$ cat config.mk
export PLATFORM = sky130hd
export DESIGN_NAME = rst_seq
export DESIGN_NICKNAME = d
export VERILOG_FILES = /design/src/rtl/rst_seq.sv
export SDC_FILE = /design/constraint.sdc
export NUM_CORES = 1
export LEC_CHECK = 0
export ABC_AREA = 1
export CORE_ASPECT_RATIO = 0.5
export CORE_MARGIN = 8
export CORE_UTILIZATION = 39
export DETAILED_ROUTE_END_ITERATION = 8
export GPL_ROUTABILITY_DRIVEN = 0
export PLACE_DENSITY_LB_ADDON = 0.05
export REMOVE_ABC_BUFFERS = 1
export SETUP_SLACK_MARGIN = 0.15
export SYNTH_ARGS = -nofsm -noshare
export SYNTH_HDL_FRONTEND = slang
export SYNTH_SLANG_ARGS = --single-unit
$ cat constraint.sdc
create_clock -name clk_sys -period 1.6 [get_ports clk_sys]
set_input_delay 0.16 -clock clk_sys [delete_from_list [all_inputs] [get_ports clk_sys]]
set_output_delay 0.16 -clock clk_sys [all_outputs]
set_load 0.02 [all_outputs]
$ cat src/rtl/rst_seq.sv
// Reset sequencer: button synchronizer/debounce, then a staged release (peripheral, then core).
// Optional cause register enabled by defining RST_SEQ_CAUSE_EN.
module rst_seq #(
  parameter int SYNC_STAGES     = 2,
  parameter int DEBOUNCE_CYCLES = 16,
  parameter int PERIPH_HOLD     = 32,
  parameter int CORE_DELAY      = 16
) (
  input  logic       clk_sys,
  input  logic       rst_sys,
  input  logic       ext_rst_ni,
  input  logic       soft_rst_req_i,
  output logic       rst_periph_n,
  output logic       rst_core_n,
  output logic       sys_ready_o,
  output logic [1:0] rst_cause_o
);

  localparam int MAX_HOLD = (PERIPH_HOLD > CORE_DELAY) ? PERIPH_HOLD : CORE_DELAY;
  localparam int CNT_W    = $clog2(MAX_HOLD + 1);
  localparam int DB_W     = $clog2(DEBOUNCE_CYCLES + 1);

  typedef enum logic [2:0] {
    ST_RESET,
    ST_WAIT_BTN,
    ST_HOLD_PERIPH,
    ST_HOLD_CORE,
    ST_RUN
  } state_t;

  logic [SYNC_STAGES-1:0] r_sync;
  logic [DB_W-1:0]        r_db_cnt;
  logic                   r_btn_filt;
  logic                   w_sample_press;
  logic                   w_btn_press;

  state_t                 r_state;
  state_t                 w_state_nxt;
  logic [CNT_W-1:0]       r_cnt;
  logic [CNT_W-1:0]       w_cnt_nxt;
  logic                   r_periph_n, w_periph_nxt;
  logic                   r_core_n,   w_core_nxt;
  logic                   r_ready,    w_ready_nxt;

  // Button synchronizer; idles high (released) out of reset
  always_ff @(posedge clk_sys) begin
    if (rst_sys) begin
      r_sync <= '1;
    end else begin
      r_sync <= {r_sync[SYNC_STAGES-2:0], ext_rst_ni};
    end
  end

  assign w_sample_press = ~r_sync[SYNC_STAGES-1];

  // Debounce: flip the filtered state only after a full run of disagreeing samples
  always_ff @(posedge clk_sys) begin
    if (rst_sys) begin
      r_db_cnt   <= '0;
      r_btn_filt <= 1'b0;
    end else if (w_sample_press == r_btn_filt) begin
      r_db_cnt   <= '0;
    end else if (r_db_cnt == DB_W'(DEBOUNCE_CYCLES - 1)) begin
      r_db_cnt   <= '0;
      r_btn_filt <= w_sample_press;
    end else begin
      r_db_cnt   <= r_db_cnt + 1'b1;
    end
  end

  assign w_btn_press = r_btn_filt;

  always_ff @(posedge clk_sys) begin
    if (rst_sys) begin
      r_state    <= ST_RESET;
      r_cnt      <= '0;
      r_periph_n <= 1'b0;
      r_core_n   <= 1'b0;
      r_ready    <= 1'b0;
    end else begin
      r_state    <= w_state_nxt;
      r_cnt      <= w_cnt_nxt;
      r_periph_n <= w_periph_nxt;
      r_core_n   <= w_core_nxt;
      r_ready    <= w_ready_nxt;
    end
  end

  always_comb begin
    w_state_nxt  = r_state;
    w_cnt_nxt    = r_cnt;
    w_periph_nxt = r_periph_n;
    w_core_nxt   = r_core_n;
    w_ready_nxt  = r_ready;
    case (r_state)
      ST_RESET: begin
        w_state_nxt  = ST_WAIT_BTN;
        w_cnt_nxt    = '0;
        w_periph_nxt = 1'b0;
        w_core_nxt   = 1'b0;
        w_ready_nxt  = 1'b0;
      end
      ST_WAIT_BTN: begin
        w_periph_nxt = 1'b0;
        w_core_nxt   = 1'b0;
        w_ready_nxt  = 1'b0;
        if (!w_btn_press) begin
          w_state_nxt = ST_HOLD_PERIPH;
          w_cnt_nxt   = '0;
        end
      end
      ST_HOLD_PERIPH, ST_HOLD_CORE, ST_RUN: begin
        // Button outranks the soft request; either one drops both resets at once
        if (w_btn_press || soft_rst_req_i) begin
          w_state_nxt  = w_btn_press ? ST_WAIT_BTN : ST_HOLD_PERIPH;
          w_cnt_nxt    = '0;
          w_periph_nxt = 1'b0;
          w_core_nxt   = 1'b0;
          w_ready_nxt  = 1'b0;
        end else if (r_state == ST_HOLD_PERIPH) begin
          if (r_cnt == CNT_W'(PERIPH_HOLD - 1)) begin
            w_state_nxt  = ST_HOLD_CORE;
            w_cnt_nxt    = '0;
            w_periph_nxt = 1'b1;
          end else begin
            w_cnt_nxt    = r_cnt + 1'b1;
          end
        end else if (r_state == ST_HOLD_CORE) begin
          if (r_cnt == CNT_W'(CORE_DELAY - 1)) begin
            w_state_nxt  = ST_RUN;
            w_cnt_nxt    = '0;
            w_core_nxt   = 1'b1;
            w_ready_nxt  = 1'b1;
          end else begin
            w_cnt_nxt    = r_cnt + 1'b1;
          end
        end
      end
      default: begin
        w_state_nxt  = ST_RESET;
        w_cnt_nxt    = '0;
        w_periph_nxt = 1'b0;
        w_core_nxt   = 1'b0;
        w_ready_nxt  = 1'b0;
      end
    endcase
  end

  assign rst_periph_n = r_periph_n;
  assign rst_core_n   = r_core_n;
  assign sys_ready_o  = r_ready;

`ifdef RST_SEQ_CAUSE_EN
  logic [1:0] r_cause;
  logic       w_active;

  assign w_active = (r_state == ST_HOLD_PERIPH) || (r_state == ST_HOLD_CORE) ||
                    (r_state == ST_RUN);

  always_ff @(posedge clk_sys) begin
    if (rst_sys) begin
      r_cause <= 2'b00;
    end else if (w_active && w_btn_press) begin
      r_cause <= 2'b01;
    end else if (w_active && soft_rst_req_i) begin
      r_cause <= 2'b10;
    end
  end

  assign rst_cause_o = r_cause;
`else
  assign rst_cause_o = 2'b00;
`endif

  a_core_implies_periph : assert property (@(posedge clk_sys) disable iff (rst_sys)
    !(rst_core_n && !rst_periph_n));

endmodule

[Yosys cells after proc, flatten, opt, wreduce, memory -nomap -nowiden]
Cells that the tools add are included.
Cells by class
  $add $sub $neg: 2
  eq/ne operators: 12
  mux-type cells: 15
  bitwise logic cells: 4
  reduce and logical (&&, ||, !) cells: 10
Operator list (number)
  $mux W6: 6
  $mux W3: 6
  $ne A4 B4 Y1 const B: 3
  $pmux W6 S2: 1
  $pmux W3 S3: 1
  $reduce_or A3 Y1: 3
  $add A6 B1 Y6 const B: 1
  $eq A3 B2 Y1 const B: 2
  $eq A6 B4 Y1 const B: 1
  $eq A6 B5 Y1 const B: 1
  $reduce_and A2 Y1: 3
  $add A5 B1 Y5 const B: 1
  $eq A5 B4 Y1 const B: 1
  $not A1 Y1: 4
  $reduce_and A4 Y1: 1
  $eq A3 B1 Y1 const B: 1
  $eq A3 B3 Y1 const B: 1
  $logic_not A3 Y1: 1
  $reduce_and A3 Y1: 1
  $mux W2: 1
  $ne A2 B2 Y1 const B: 1
  $eq A1 B1 Y1: 1
  $logic_or A1 B1 Y1: 1
Storage, ports and cells
  flip-flop bits (word level): 19
  input bits: 4
  output and inout port bits: 5

[Logic depth before layout (Yosys ltp)]
  depth in word-level cells: 6
  gate-level depth with buffers: 9

[Worst setup path before layout]
OpenSTA, ideal clock, no wires.
  kind: flip-flop to flip-flop
  from: reg r_db_cnt[0]
  to: reg r_db_cnt[3]
  data arrival time: 1.295 ns
  data required time: 1.534 ns
  slack: 0.239 ns
  cell stages (with the launch flop): 9
  buffers on the path: 0
  clock period less this slack: 1.361 ns
  cell sequence: dfxtp_1 > ha_1 > inv_1 > nor3_1 > ha_1 > a21oi_2 > o211ai_2 > o21bai_1 > a21oi_2
On the way
  word-level cells in the longest chain between the ends: 2
Ends and longest elaborated chain
  start: declaration: RTL line 32  | logic [DB_W-1:0] r_db_cnt;
  start signal: assignment: RTL line 67  | r_db_cnt <= r_db_cnt + 1'b1;
  parallel branches: the longest is 2 deep, another holds $add A5 B1 Y5
Several ways; the timed one is not identified.
A chain may end at the register's enable or synchronous reset.

[Worst setup path in the final report]
Same ends and word-level chain as after synthesis.

==> results by group <==
Drt
  – 1st-iter DRT viols: 40
  – Routed wire per std cell: approximately 12 um
  – Antenna-violating nets left: 0
  – Drt via density: approximately 4.8
  – Final wirelength: 2280 um
  – TritonRoute pass-1 iters: 4
  – Via count: roughly 950
  – Drt drc: 0

Pwr
  – Power Density: roughly 1100 nW/um2
  – Pleak: 0.000539 uW
  – Peak supply drop: 0.560 mV

CTS
  – Total CTS buffers: 3
  – Sinks on the clock net: 19
  – Hold buffers post-CTS: 0
  – Root Buffer: clkbuf_8
  – Clock-pin transition on the worst setup and hold timing paths: 0.08 ns
  – CTS tree: done
  – Clock H-tree levels: 1
  – Clock buffer depth: 2
  – Skew-Pair Late Insertion Delay: about 0.26 ns

Place
  – Port Buffers: 6
  – DP Wirelength: about 1700 um

Final layout
  – Most frequent cells in the layout: nand2_1, nor2_1, inv_1
  – Layout cells sized above 1: 0.242
  – Final nets: ~170
  – Ant diodes: 0
  – Filler cells: approximately 280
  – Layout area overhead: 22.2%
  – Commonest non-fill, non-tap cell in the layout: nand2_1
  – Post-layout util: 0.493

Yosys
  – Synthesized instance count: between 100 and 150
  – Synthesized area per cell: 6.91 um2
  – Yosys synthesis warning count: 0
  – Top cells by area, synth: dfxtp_1, nand2_1, nor2_1, inv_1, nand3_1
  – Synth Flop Type: dfxtp_1
  – Netlist Area Pre-Place: between 1000 and 1500 um2
  – Asr flop ratio synth: 0
  – Cell variety after synth: 24
  – Sequential-to-total area share from yosys stat: 0.369
  – Number of enable flip-flop cells after synthesis: 0
  – Yosys top cell area share: 0.369
  – Largest area contributor in the netlist: dfxtp_1
  – FF+latch count, synth: 19

Timing
  – Final slew viol count: 0
  – Endpoints failing hold: 0
  – Unrepaired setup endpoints after global routing: false
  – Final min period: approximately 1.4 ns
  – Fmax: roughly 0.73 GHz
  – Worst clock skew: between 0.002 and 0.0025 ns
  – Setup_tns: 0 ns
  – Final clock period utilization by the worst path: 0.861
  – Final setup vio count: 0

Worst setup path
  – CP dominant cell by count: a21oi_2
  – Setup crit end kind: flop
  – Critical Path Start Type: flop
  – R2r endpoint: r_db_cnt[3]
  – FF-to-FF path depth: 8
  – Crit. Startpoint: r_db_cnt[0]
  – R2R Path Start: r_db_cnt[0]
  – Setup Crit Path Kind: flop to flop
  – Crit-path cells: ha_4 > inv_2 > nor3_4 > ha_2 > a21oi_2 > o211ai_2 > o21bai_4 > a21oi_2
  – Worst Setup EP: r_db_cnt[3]
  – Max stage delay on crit path: around 0.37 ns
  – Slowest-stage cell, CP: dfxtp_2
  – Crit path max fanout: 4
  – Critical path arrival: about 1.5 ns
  – Reg2Reg Setup Slack: about 0.22 ns
  – Req. time, crit path: 1.75 ns

Global route
  – GRT Residual Overflow: 0
  – Number of global-route vias before repair: 853
  – First-pass GRT wire length: about 3800 um
  – Initial antenna violation count: 0
  – Global-route usage over all layers: 0.108
  – Largest net degree at the start of global routing: 13

Floorplanning
  – I/O pins: 9
  – Die ar.: roughly 4600 um2
  – Die H: 52.3 um
  – Initial Util: 0.403
  – Die Wd: just under 90 um
  – Row cnt: 13
  – Core area: 2550 um2

Run
  – Max cap viols: 0

Run status
  – Status: finished clean

Hold path
  – Hold Crit Class: flop to flop
[cells in the mapped netlist, types with 3 or more instances]
cell type and number:
nand2_1 29, nor2_1 24, dfxtp_1 19, inv_1 19, nand3_1 13, a21oi_1 7, o21ai_0 6, buf_4 3
ha_1 3, nand2_2 3, nor2_2 3, or2_2 3
[registers in the layout, summed over array words and instances (netlist names)]
| signal | cells |
|---|---|
| r_btn_filt | 1 |
| r_cnt | 6 |
| r_db_cnt | 5 |
| r_state | 3 |
| r_sync | 2 |
| rst_periph_n | 1 |
| sys_ready_o | 1 |
[worst max-delay path, delay by kind of cell, from the launching register on]
kind | cells | cell delay (ns)
flip-flops | 1 | 0.37
buffers and inverters | 1 | 0.04
AO/OA/AOI/OAI | 4 | 0.34
AND/OR/NAND/NOR | 1 | 0.16
adder cells (fa/ha/maj) | 2 | 0.35
[area by class of cell]
type / count / area, um2 / share of cell area
clock buffers: 3 / 41.3 / 0.0328
clock inverters: 1 / 7.51 / 0.00596
inverters: 21 / 78.8 / 0.0626
multi-input cells: 107 / 606 / 0.481
flip-flops and latches: 19 / 384 / 0.305
well taps: 37 / 46.3 / 0.0368
repair buffers: 10 / 95.1 / 0.0755
[layer usage]
layer  global-route usage  routed length (um)  share of wire  vias up
met3               0.0422                  82          0.036        4
met5                    0                   0              0        -
met1                0.139                1220           0.54      438
li1                     -                   -              -      495
met2                0.166                 956           0.42        8
met4               0.0249                  18         0.0079        0
[power by group]
group / leakage, uW / internal (uW) / switching (uW) / total, uW
Clock: 0.0000217 / 176 / 175 / 351
Combinational: 0.000361 / 150 / 274 / 424
Sequential: 0.000156 / 514 / 45.2 / 559
[worst min path at each step]
| stage | startpoint | to | slack (ns) | depth (start not counted) |
|---|---|---|---|---|
| 6_report | r_sync[0] | r_sync[1] | 0.42 | 1 |
| 3_3_place_gp | r_sync[0] | r_sync[1] | 0.39 | 1 |
| 3_5_place_dp | r_sync[0] | r_sync[1] | 0.40 | 1 |
| 2_1_floorplan | rst_sys | r_cnt[2] | 0.23 | 1 |
| 5_1_grt | r_sync[0] | r_sync[1] | 0.45 | 1 |
| 4_1_cts | r_sync[0] | r_sync[1] | 0.42 | 1 |
[metrics by stage]
| stage | cell area, um2 | total power [uW] | std cells | hold slack, ns | setup slack, ns |
|---|---|---|---|---|---|
| after detailed placement | 1130 | 984 | 192 | 0.403 | 0.0910 |
| final | 1260 | 1330 | 198 | 0.418 | 0.223 |
| after floorplan | 1010 | 895 | 147 | 0.229 | 0.239 |
| after global routing | 1260 | 1430 | 198 | 0.445 | 0.130 |
| after CTS | 1190 | 1340 | 197 | 0.423 | 0.147 |
| after global placement | 1130 | 987 | 192 | 0.393 | 0.103 |
[kinds of logic after synthesis]
family,share of synthesized area
fa+ha+maj,0.0365
other cells,0.00364
compound gates,0.123
simple gates,0.369
flops,0.369
buf+inv,0.0984
[timing repair]
item | in CTS | in global routing
setup endpoints to repair | 2 | 17
gates resized for setup | 2 | 15
pin swaps | 1 | 2
cloned | 0 | 0
setup buffers | 1 | 1
(Power assumes the default switching activity.)
